--- src/rtl/timer_pkg.sv ---
// -----------------------------------------------------------------------------
// timer_pkg
//   Shared definitions for the mm:ss BCD timer: the run/pause/clear sequencer
//   state encoding, BCD digit limits used by the counter, and a helper that
//   sizes counters from their modulus.
// -----------------------------------------------------------------------------
package timer_pkg;

  // Sequencer states. The encoding is visible to the counter/display path,
  // so the numeric values are fixed.
  typedef enum logic [1:0] {
    IDLE  = 2'd0,
    RUN   = 2'd1,
    PAUSE = 2'd2,
    DONE  = 2'd3
  } state_t;

  // Largest tens-of-seconds / tens-of-minutes digit and largest units digit.
  localparam logic [3:0] BCD_SEC_MAX  = 4'h5;
  localparam logic [3:0] BCD_UNIT_MAX = 4'h9;

  // Width of a counter that runs 0..n-1. Never returns 0, so a degenerate
  // modulus of 1 still yields a legal one-bit vector.
  function automatic int cnt_width(input int n);
    return (n > 1) ? $clog2(n) : 1;
  endfunction

endpackage

--- src/rtl/key_debounce.sv ---
// -----------------------------------------------------------------------------
// key_debounce
//   Brings one raw active-low pushbutton into the clk domain, filters contact
//   bounce, and emits a single-cycle pulse when a press is accepted.
//
//   Parameters
//     DEBOUNCE_CYC  consecutive stable synchronized cycles before a new key
//                   level is accepted.
//   Ports
//     clk      in   board clock
//     reset_n  in   asynchronous reset, active-low
//     key_n    in   raw pushbutton, active-low, asynchronous to clk
//     press    out  one-cycle pulse on an accepted 1->0 transition
//
//   Timing: with the raw key falling between edges, press is high after the
//   (DEBOUNCE_CYC+2)th rising edge. Releases are filtered the same way but
//   produce no pulse.
// -----------------------------------------------------------------------------
module key_debounce
  import timer_pkg::*;
#(
  parameter int DEBOUNCE_CYC = 1_000_000
) (
  input  logic clk,
  input  logic reset_n,
  input  logic key_n,
  output logic press
);

  localparam int             DW       = cnt_width(DEBOUNCE_CYC);
  localparam logic [DW-1:0]  CNT_LAST = DW'(DEBOUNCE_CYC - 1);

  logic          sync1_q, sync2_q;
  logic          level_q, level_d;
  logic [DW-1:0] cnt_q, cnt_d;
  logic          press_q, press_d;

  // The counter only advances while the synchronized input disagrees with
  // the accepted level; any agreeing cycle restarts the stability window.
  always_comb begin
    level_d = level_q;
    cnt_d   = '0;
    press_d = 1'b0;
    if (sync2_q != level_q) begin
      if (cnt_q == CNT_LAST) begin
        level_d = sync2_q;
        press_d = ~sync2_q;
      end else begin
        cnt_d = cnt_q + DW'(1);
      end
    end
  end

  // Synchronizer and accepted level reset to "released", so a key held
  // through reset release is seen as a fresh press once it has debounced.
  always_ff @(posedge clk or negedge reset_n) begin
    if (!reset_n) begin
      sync1_q <= 1'b1;
      sync2_q <= 1'b1;
      level_q <= 1'b1;
      cnt_q   <= '0;
      press_q <= 1'b0;
    end else begin
      sync1_q <= key_n;
      sync2_q <= sync1_q;
      level_q <= level_d;
      cnt_q   <= cnt_d;
      press_q <= press_d;
    end
  end

  assign press = press_q;

endmodule

--- src/rtl/timer_control.sv ---
// -----------------------------------------------------------------------------
// timer_control
//   Run/pause/clear sequencer for the mm:ss BCD timer counter. Debounces the
//   run and clear pushbuttons, divides the board clock into a count tick, and
//   drives the counter's advance and clear strobes.
//
//   Parameters
//     CLK_HZ        clk cycles per count tick
//     DEBOUNCE_CYC  stable cycles before a key level is accepted
//     STOP_AT_MAX   1: stop in DONE at 59:59; 0: let the counter wrap
//   Ports
//     clk          in   board clock
//     reset_n      in   asynchronous reset, active-low
//     key_run_n    in   raw run/pause pushbutton, active-low
//     key_clear_n  in   raw clear pushbutton, active-low
//     cnt_at_max   in   counter currently shows 59:59
//     cnt_tick     out  one-cycle advance enable to the counter
//     cnt_clear    out  one-cycle synchronous clear to the counter
//     running      out  state is RUN
//     done         out  state is DONE
//     blink        out  HEX display enable (1 = lit)
//
//   Build option: define TIMER_CONTROL_BLINK_EN to flash the display at 1 Hz
//   while paused or done. Without it blink is constant 1 and no blink counter
//   exists.
// -----------------------------------------------------------------------------
module timer_control
  import timer_pkg::*;
#(
  parameter int CLK_HZ       = 50_000_000,
  parameter int DEBOUNCE_CYC = 1_000_000,
  parameter int STOP_AT_MAX  = 0
) (
  input  logic clk,
  input  logic reset_n,
  input  logic key_run_n,
  input  logic key_clear_n,
  input  logic cnt_at_max,
  output logic cnt_tick,
  output logic cnt_clear,
  output logic running,
  output logic done,
  output logic blink
);

  localparam int            PW         = cnt_width(CLK_HZ);
  localparam logic [PW-1:0] PRESC_LAST = PW'(CLK_HZ - 1);
  localparam bit            STOP_EN    = (STOP_AT_MAX != 0);

  // ---------------------------------------------------------------------------
  // Key conditioning
  // ---------------------------------------------------------------------------
  logic run_press;
  logic clear_press;

  key_debounce #(
    .DEBOUNCE_CYC (DEBOUNCE_CYC)
  ) u_run_key (
    .clk     (clk),
    .reset_n (reset_n),
    .key_n   (key_run_n),
    .press   (run_press)
  );

  key_debounce #(
    .DEBOUNCE_CYC (DEBOUNCE_CYC)
  ) u_clear_key (
    .clk     (clk),
    .reset_n (reset_n),
    .key_n   (key_clear_n),
    .press   (clear_press)
  );

  // ---------------------------------------------------------------------------
  // Sequencer and prescaler
  // ---------------------------------------------------------------------------
  state_t        state_q, state_d;
  logic [PW-1:0] presc_q, presc_d;
  logic          tick_q, tick_d;
  logic          clear_q, clear_d;
  logic          running_q, done_q;
  logic          tick_due;

  // The prescaler advances on every edge where the registered state is RUN,
  // including the edge that leaves RUN for PAUSE. The value frozen in PAUSE
  // is therefore the phase reached at the pause edge, and resuming continues
  // exactly from there.
  assign tick_due = (state_q == RUN) && (presc_q == PRESC_LAST);

  always_comb begin
    state_d = state_q;
    presc_d = presc_q;
    tick_d  = 1'b0;
    clear_d = 1'b0;

    if (clear_press) begin
      // Clear beats a simultaneous run press and suppresses a due tick, which
      // also keeps cnt_tick and cnt_clear mutually exclusive.
      clear_d = 1'b1;
      presc_d = '0;
      state_d = IDLE;
    end else begin
      case (state_q)
        IDLE: begin
          if (run_press) begin
            state_d = RUN;
            presc_d = '0;
          end
        end
        RUN: begin
          presc_d = tick_due ? '0 : presc_q + PW'(1);
          if (tick_due && STOP_EN && cnt_at_max) begin
            // Hold the counter at 59:59 instead of advancing into a wrap.
            state_d = DONE;
          end else begin
            // A pause landing on a tick edge still delivers that tick.
            tick_d = tick_due;
            if (run_press) begin
              state_d = PAUSE;
            end
          end
        end
        PAUSE: begin
          if (run_press) begin
            state_d = RUN;
          end
        end
        DONE: begin
          // Only clear leaves DONE.
        end
        default: begin
          state_d = IDLE;
          presc_d = '0;
        end
      endcase
    end
  end

  always_ff @(posedge clk or negedge reset_n) begin
    if (!reset_n) begin
      state_q   <= IDLE;
      presc_q   <= '0;
      tick_q    <= 1'b0;
      clear_q   <= 1'b0;
      running_q <= 1'b0;
      done_q    <= 1'b0;
    end else begin
      state_q   <= state_d;
      presc_q   <= presc_d;
      tick_q    <= tick_d;
      clear_q   <= clear_d;
      running_q <= (state_d == RUN);
      done_q    <= (state_d == DONE);
    end
  end

  assign cnt_tick  = tick_q;
  assign cnt_clear = clear_q;
  assign running   = running_q;
  assign done      = done_q;

  // ---------------------------------------------------------------------------
  // Display blink
  // ---------------------------------------------------------------------------
`ifdef TIMER_CONTROL_BLINK_EN
  localparam int            BLINK_HALF = (CLK_HZ / 2 > 0) ? CLK_HZ / 2 : 1;
  localparam int            BW         = cnt_width(BLINK_HALF);
  localparam logic [BW-1:0] BLINK_LAST = BW'(BLINK_HALF - 1);

  logic          blink_q, blink_d;
  logic [BW-1:0] bcnt_q, bcnt_d;
  logic          hold_next;

  assign hold_next = (state_d == PAUSE) || (state_d == DONE);

  // Entering PAUSE/DONE restarts the half-period with the display lit, so the
  // first dark phase always begins a full half-second after the stop.
  always_comb begin
    blink_d = 1'b1;
    bcnt_d  = '0;
    if (hold_next) begin
      if (state_d != state_q) begin
        blink_d = 1'b1;
        bcnt_d  = '0;
      end else if (bcnt_q == BLINK_LAST) begin
        blink_d = ~blink_q;
        bcnt_d  = '0;
      end else begin
        blink_d = blink_q;
        bcnt_d  = bcnt_q + BW'(1);
      end
    end
  end

  always_ff @(posedge clk or negedge reset_n) begin
    if (!reset_n) begin
      blink_q <= 1'b1;
      bcnt_q  <= '0;
    end else begin
      blink_q <= blink_d;
      bcnt_q  <= bcnt_d;
    end
  end

  assign blink = blink_q;
`else
  assign blink = 1'b1;
`endif

endmodule

--- config.mk ---
export PLATFORM = sky130hd
export DESIGN_NAME = timer_control
export DESIGN_NICKNAME = d
export VERILOG_FILES = /design/src/rtl/timer_pkg.sv /design/src/rtl/key_debounce.sv /design/src/rtl/timer_control.sv
export SDC_FILE = /design/constraint.sdc
export NUM_CORES = 1
export LEC_CHECK = 0
export CAP_MARGIN = 20
export CORE_ASPECT_RATIO = 1.4
export CORE_MARGIN = 3
export CORE_UTILIZATION = 60
export CTS_CLUSTER_DIAMETER = 200
export DETAILED_ROUTE_END_ITERATION = 10
export PLACE_DENSITY_LB_ADDON = 0.2
export SETUP_SLACK_MARGIN = 0.3
export SLEW_MARGIN = 20
export SYNTH_ARGS = -nofsm -noshare
export SYNTH_HDL_FRONTEND = slang
export SYNTH_SLANG_ARGS = --single-unit
--- constraint.sdc ---
create_clock -name clk -period 4.3 [get_ports clk]
set_input_delay 0.86 -clock clk [delete_from_list [all_inputs] [get_ports clk]]
set_output_delay 0.86 -clock clk [all_outputs]
set_load 0.005 [all_outputs]
==> results list, run 1 <==
- The flow ran to the end, and the final reports show no timing, DRC or antenna violations.
* Average wire per cell in the routed design: 14.9 um
- Mapped Area: 3920 um^2
- Cells with a size suffix above 1 make up 8.42% of the layout.
* Antenna viol nets, final: 0
- Power density over cell area: 324 nW/um^2
- Summing all multi-input logic gate instances after layout gives around 1800 um^2.
- Worst setup path endpoint: presc_q[14]
* Placeable core area: 6300 um^2
* Crit Reg-Reg Startpoint: presc_q[0]
- sky130_fd_sc_hd__dfrtp_1 is the most common cell in the netlist.
- Setup repair after global routing left no endpoint under its margin.
- Global-route wire length before repair: 12.1 mm
- Setup slack at placement: ~1.8 ns
- The synthesized design spends more area on one cell type than any other, namely sky130_fd_sc_hd__dfrtp_1.
- Summed over all layers, the global routing overflow is 0.
* Clock net sink count: 80
- Worst Setup SP: presc_q[0]
- Pin placement for this block handled 10 I/O pins.
* Max Slew Vio Count: 0
- Global routing used 20.9% of the available tracks.
* FF/Latch Area: 2010 um^2
* R2r endpoint: presc_q[14]
- In the routed design, unresolved DRC markers number 0.
* Top cells by area in the synthesized netlist: sky130_fd_sc_hd__dfrtp_1, sky130_fd_sc_hd__xor2_1, sky130_fd_sc_hd__nor2_1
- Number of buffers created by CTS: 9
* Area fraction of the dominant cell type after synthesis: 47.2%
- Derived from the worst setup path, the maximum achievable clock frequency is 382 MHz.
- Layout Skew: 0.00973 ns
- Fin crit share: 60.8%
- The area growth from synthesis to layout is 7.56%.
- VDD sags by at most 0.000238 V.
- At the later pin of the worst-skew pair, clock insertion delay measures 0.35 ns.
- Setup violations remaining at the end of the flow were counted as 0.
- Setup Crit Path Kind: reg2reg
* Data arrival time of the critical path: 2.88 ns
* Syn_nets: 403
- After synthesis, the most frequently instantiated cells are sky130_fd_sc_hd__dfrtp_1, sky130_fd_sc_hd__nor2_1, sky130_fd_sc_hd__nand3_1.
- 0 antenna diodes ended up in the layout.
* Gp weighted congestion: about 0.8
- The most used flip-flop cell after synthesis is sky130_fd_sc_hd__dfrtp_1.
* Number of antenna violations at the first check in global routing: 0
* Rel. slew slack: 35.2%
- 1st-iter DRT viols: 139
- Clock edge transition at the registers on the reported setup and hold paths: 0.08 ns
- Site row count: 34
- After clock tree synthesis, the setup repair step added 0 buffers.
* Total negative slack for setup checks: 0 ns
- Dividing the synthesized area by the synthesized cell count gives approximately 10 um^2.
- # Max-Cap Violations: 0
- Sequential fraction of the synthesis area: 51.2%
- Entering global routing, the biggest net connects 81 pins.
- Measured along the x axis, the die boundary spans 74.3 um.
- Measured slew at the worst slew-check pin: about 0.97 ns
* Count of flip-flops with a built-in enable after synthesis: 0
- The Yosys step of the flow raised 0 warnings.
- Startpoint type of the worst setup path: flip-flop
* Maximum fanout along the worst path: 23
* Clock tree from TritonCTS: built
- After detailed routing, the total wire length is 7.09 mm.
* Total count of hold-check failures in the final report: 0
- For this design, the CTS-stage hold fixing added 0 buffers.
* Type of the tightest min-delay check: reg2reg
- Data on the critical path is required at its endpoint by 4.57 ns.
- Overall via count from detail_route: approximately 2,900
- Dividing the detail-routed via count by the number of cells gives 6.02.
* Setup WS post-layout: between 1.5 and 2 ns
- Synthesis produced a netlist whose cell count is 394.
- Summed over all nets, the half-perimeter wirelength after detailed placement is 4.60 mm.
- Library cells used by synthesis: 50
* Starting density of the core: 62.3%
- Number of placed instances with taps included: 460
- Final non-filler cell total: 476
- Port Buffer Count: 7
- Static power due to leakage: 0.00182 uW
- Maximum clock insertion buffer count: 2
- Across all register-to-register paths, the minimum setup slack is 1.69 ns.
- Level count of the clock H-tree: 3
* Minimum period implied by the final worst setup slack: 2.61 ns
* Nets: 408
- Core occupancy in the finished layout: 67.0%
- Post-synthesis register bit count: 80
* Length of the first detailed-routing pass in iterations: 4
- Post-CTS repair changed the size of 0 cells.
- For this run, asynchronously set or reset flops after synthesis account for 100%.
- Number of global-route vias before repair: between 2,000 and 3,000
- Worst-case reg-to-reg path depth: 7
- The die covers 7560 um^2.
* Die Span Y: 102 um
- The layout has 525 filler cells.
* Kind of capture point of the worst setup path: flip-flop
- Master cell of the clock root buffer: sky130_fd_sc_hd__clkbuf_8
## cell usage in the layout, fill, tap and decap left out, types with 4 or more instances in the layout
master                             n
sky130_fd_sc_hd__xnor2_1          14
sky130_fd_sc_hd__and3_1           14
sky130_fd_sc_hd__clkdlybuf4s50_1   6
sky130_fd_sc_hd__dfstp_2           6
sky130_fd_sc_hd__dfrtp_1          74
sky130_fd_sc_hd__nand2_1          27
sky130_fd_sc_hd__nand3_1          29
sky130_fd_sc_hd__a31oi_1          15
sky130_fd_sc_hd__inv_1             7
sky130_fd_sc_hd__nor2_1           58
sky130_fd_sc_hd__nand4_1          20
sky130_fd_sc_hd__a21oi_1          19
sky130_fd_sc_hd__ha_1              4
sky130_fd_sc_hd__nor4_1            8
sky130_fd_sc_hd__nand2b_1          4
sky130_fd_sc_hd__xor2_1           26
sky130_fd_sc_hd__clkbuf_8         11
sky130_fd_sc_hd__and4_1            5
## layout make-up
type,instances,share of cell area (%)
inverters,7,0.623
well taps,72,2.14
clock inverters,4,1.25
clock buffers,12,3.68
flip-flops and latches,80,47.6
multi-input cells,293,42.9
repair buffers,8,1.78
## through the flow
stage | total power (uW) | instance area, um^2 | hold WS (ns)
floorplan | 792 | 3920 | 0.345
global placement | 812 | 4010 | 0.346
detailed placement | 813 | 4010 | 0.347
CTS | 1390 | 4220 | 0.357
global route | 1430 | 4220 | 0.360
finish | 1370 | 4220 | 0.357
## worst max-delay path: stages, from the launching register on
cell,delay (ns)
sky130_fd_sc_hd__dfrtp_1,0.45
sky130_fd_sc_hd__ha_1,0.27
sky130_fd_sc_hd__nand4_1,0.08
sky130_fd_sc_hd__nor2_1,0.11
sky130_fd_sc_hd__a31oi_2,0.82
sky130_fd_sc_hd__buf_4,0.39
sky130_fd_sc_hd__or2b_1,0.25
sky130_fd_sc_hd__a31oi_1,0.17
## sequential cells by signal (all words and copies together), names as in the netlist, 2 cells and up
register / cells
presc_q: 26
u_clear_key.cnt_q: 20
u_run_key.cnt_q: 20
state_q: 2
## where the power goes
part / leakage (uW) / switching (uW) / internal, uW / total, uW
logic: 0.000631 / 23.3 / 6.92 / 30.2
registers: 0.00109 / 6.37 / 760 / 766
clock network: 0.0000948 / 272 / 300 / 572
total: 0.00182 / 302 / 1070 / 1370
## per-layer routing
layer	part of all wire [%]	GRT usage [%]
met5	0	0
met4	1.5	9.73
met3	3.2	5.26
met2	50	33.5
met1	45	26.5
## how the worst min path moves through the flow
stage               slack, ns           startpoint             endpoint  depth (start not counted)
floorplan                0.35  u_clear_key.sync1_q  u_clear_key.sync2_q                          0
global placement         0.35    u_run_key.sync1_q    u_run_key.sync2_q                          0
detailed placement       0.35    u_run_key.sync1_q    u_run_key.sync2_q                          0
CTS                      0.36    u_run_key.sync1_q    u_run_key.sync2_q                          0
global route             0.36    u_run_key.sync1_q    u_run_key.sync2_q                          0
finish                   0.36    u_run_key.sync1_q    u_run_key.sync2_q                          0
## logic make-up (layout without fill, tap and decap cells)
family	Yosys count	in the layout	synth area share, %
AOI/OAI and AO/OA	50	50	8.17
xor gates and xnor gates	40	40	8.93
adders and majority gates	4	4	1.28
buffers and inverters	21	31	2.71
DFF	80	80	51.2
muxes	6	6	1.63
other	1	1	0.0956
and+or+nand+nor	192	192	25.9
(Power assumes the default switching activity.)
==> inputs of run 2 (changes only) <==
- clock period: 4.3 -> 2.5 ns (I/O delays scaled with it)
==> run 2 against run 1 <==
Critical path depth shrank 1. Utilization is 1.8 points higher. Clock skew shrank 0.0017 ns. Total power increased by 76%. First-iteration DRC count is 18% higher. Non-clock buffer count is 8 higher. Sequential power grew 72%. Clock-buffer cell count up 1. Worst setup slack got worse by 1.3 ns. Largest cell class unchanged.
==> results list, run 2 (synthesis results as in run 1) <==
- Status: completed
- The maximum vdd drop came to 0.000378 V (+59%).
* Leading registers by flop count: presc_q x26, u_clear_key.cnt_q x20, u_run_key.cnt_q x20
* Clock net sink count: 80 (unchanged)
- Area used by multi-input combinational logic: 1820 um^2 (+0.48%)
- Combinational share of power: 2.4% (+0.2 points)
* Number of hold buffers added after CTS: 0 (unchanged)
* Total count of hold-check failures in the final report: 0 (unchanged)
* Worst hold slack: 0.0716 ns (-0.285 ns)
* Number of antenna violations at the first check in global routing: 0 (unchanged)
- Register share of total power: 54.8% (-1.2 points)
- Total Die Area: 7560 um^2 (unchanged)
- The worst register-to-register path ends at presc_q[10].
- Number of buffers created by CTS: 9 (unchanged)
- Max Fclk: 471 MHz (+23%)
- Site row count: 34 (unchanged)
* Average wire per cell in the routed design: 15.5 um (+4.1%)
- The cell internal power dissipation is 1910 uW (+79%).
- Crit Reg-Reg Startpoint: presc_q[18]
* Share of final-layout standard cells stronger than drive strength 1: 10.2% (+1.8 points)
- The number of global-route vias before repair was 2,916 (+6.6%).
- Worst-case reg-to-reg path depth: 6 (-1)
- Post-route cell area: 4330 um^2 (+2.7%)
- Layout Skew: 0.00802 ns (-0.00172 ns)
- The vertical die dimension is 102 um (unchanged).
- Startpoint type of the worst setup path: flip-flop
* Net load switching power: 493 uW (+63%)
- Rel. slew slack: 49.9% (+15 points)
- Measured slew at the worst slew-check pin: 0.745 ns (-0.224 ns)
- Worst setup path endpoint: presc_q[10]
* Internal reg-to-reg setup slack: 0.38 ns (-1.31 ns)
* Switching share of total power: 20.5% (-1.6 points)
* Number of placed I/O pins: 10 (unchanged)
* Nets: 416 (+2.0%)
- Placed Area: 4080 um^2 (+1.7%)
- The floorplan core area is 6300 um^2 (unchanged).
- Final setup violation count: 0 (unchanged)
- The number of antenna-violating nets in the routed design is 0 (unchanged).
- The count of input and output buffers is 7 (unchanged).
* Kind of capture point of the worst setup path: flip-flop
- Master cell of the clock root buffer: sky130_fd_sc_hd__clkbuf_8
* Minimum period implied by the final worst setup slack: 2.12 ns (-0.492 ns)
* Gp weighted congestion: 0.830 (+2.3%)
- FF/Latch Area: 2010 um^2 (+0.12%)
- Vias/cell: 6.11 (+1.5%)
* 1st-iter DRT viols: 164 (+18%)
- Final WL: 7.51 mm (+5.9%)
- Overall via count from detail_route: 2,958 (+3.2%)
- The insertion delay of the later-clocked pin in the worst-skew pair was 0.34 ns (about the same).
- Worst Setup SP: presc_q[18]
- The number of max-slew violations in the final report was 0 (unchanged).
- Largest register FFs: 26 (unchanged)
- The largest buffer count on any clock path is 2 (unchanged).
- The initial core utilization is 62.3% (unchanged).
- Setup Crit Path Kind: reg2reg
- The pin count of the biggest net entering global routing was 36 (-56%).
- RSZ-0062 raised after global routing: true
- Leading cell type in the layout, fill and taps excluded: sky130_fd_sc_hd__dfrtp_1
* Largest Register: presc_q
* Length of the first detailed-routing pass in iterations: 5 (+1)
* Required arrival time at the worst endpoint: 2.70 ns (-1.87 ns)
- The total DRC errors in the routed layout is 0 (unchanged).
- Ant diodes: 0 (unchanged)
* Portion of total power attributed to the clock network: 42.8% (+1.0 points)
- Compared with the post-synthesis result, the final layout area differs by 10.5%.
* Global-route wire length before repair: 12.9 mm (+6.6%)
- The library cells used most frequently in the layout, excluding fill and tap cells, are sky130_fd_sc_hd__dfrtp_1, sky130_fd_sc_hd__nor2_1, sky130_fd_sc_hd__nand3_1.
- The floorplan die width came to 74.3 um (unchanged).
- Static power due to leakage: 0.00188 uW (+3.4%)
* Level count of the clock H-tree: 3 (unchanged)
* Power density over cell area: 555 nW/um^2 (+71%)
* Total negative slack for setup checks: 0 ns (unchanged)
- Clock edge transition at the registers on the reported setup and hold paths: 0.08 ns (about the same)
* Maximum fanout along the worst path: 23 (unchanged)
- The max capacitance violation total is 0 (unchanged).
* Overflow left after global routing: 0 (unchanged)
* Type of the tightest min-delay check: in2async
- Clock tree from TritonCTS: built
- Global-route usage over all layers: 21.9% (+0.97 points)
- Placed wire-length estimate: 4.93 mm (+7.2%)
- The number of filler instances in the final layout is 475 (-9.5%).
- Data arrival time of the critical path: 2.32 ns (-0.56 ns)
- The final worst-path cycle share was 84.9% (+24 points).
[run 2: area by class of cell]
type                       count  share of cell area [%]
clock buffer                  13                    3.44
timing repair buffer          16                    3.98
multi-input combinational    293                    42.0
clock inverter                 3                    1.50
tap                           72                    2.08
sequential                    80                    46.4
inverter                       7                   0.606
[run 2: worst min-delay path by stage]
| stage | to | slack [ns] |
|---|---|---|
| 2_1_floorplan | cnt_clear | 0.20 |
| 3_3_place_gp | u_run_key.sync2_q | 0.35 |
| 3_5_place_dp | u_run_key.sync2_q | 0.35 |
| 4_1_cts | presc_q[10] | 0.07 |
| 5_1_grt | presc_q[10] | 0.08 |
| 6_report | presc_q[10] | 0.07 |
[run 2: power groups by stage]
stage / Combinational, uW / Clock [uW] / Sequential (uW)
detailed placement: 60.2 / 0 / 1340
global route: 67.4 / 1120 / 1320
global placement: 59.0 / 0 / 1340
CTS: 60.7 / 1050 / 1320
finish: 58.3 / 1030 / 1320
floorplan: 21.1 / 0 / 1340
[run 2: metal layers]
metal,track usage [%],vias up,part of all wire (%)
met3,3.08,12,2.8
met1,26.5,1461,42
met4,10.7,0,1.5
met5,0,-,0
met2,37.8,49,54
li1,-,1436,-
[run 2: stage by stage]
| step | std cells | utilization, % | total power (uW) | worst slack [ns] |
|---|---|---|---|---|
| detailed placement | 466 | 64.7 | 1400 | 0.211 |
| finish | 484 | 68.8 | 2410 | 0.377 |
| floorplan | 394 | - | 1360 | 0.512 |
| global placement | 466 | 64.7 | 1400 | 0.261 |
| global route | 484 | 68.8 | 2500 | 0.280 |
| CTS | 483 | 68.6 | 2430 | 0.356 |
[run 2: timing repair]
item | 4_1_cts | 5_1_grt
setup buffers | 1 | 1
pin swaps | 1 | 0
setup endpoints to repair | 16 | 10
resized for setup | 1 | 2
[run 2: critical path: stages, from the launching register on]
cell	delay (ns)
sky130_fd_sc_hd__dfrtp_2	0.44
sky130_fd_sc_hd__or4b_4	0.55
sky130_fd_sc_hd__nor4_4	0.35
sky130_fd_sc_hd__a31oi_4	0.19
sky130_fd_sc_hd__buf_12	0.21
sky130_fd_sc_hd__a41oi_1	0.18
sky130_fd_sc_hd__a31oi_1	0.06
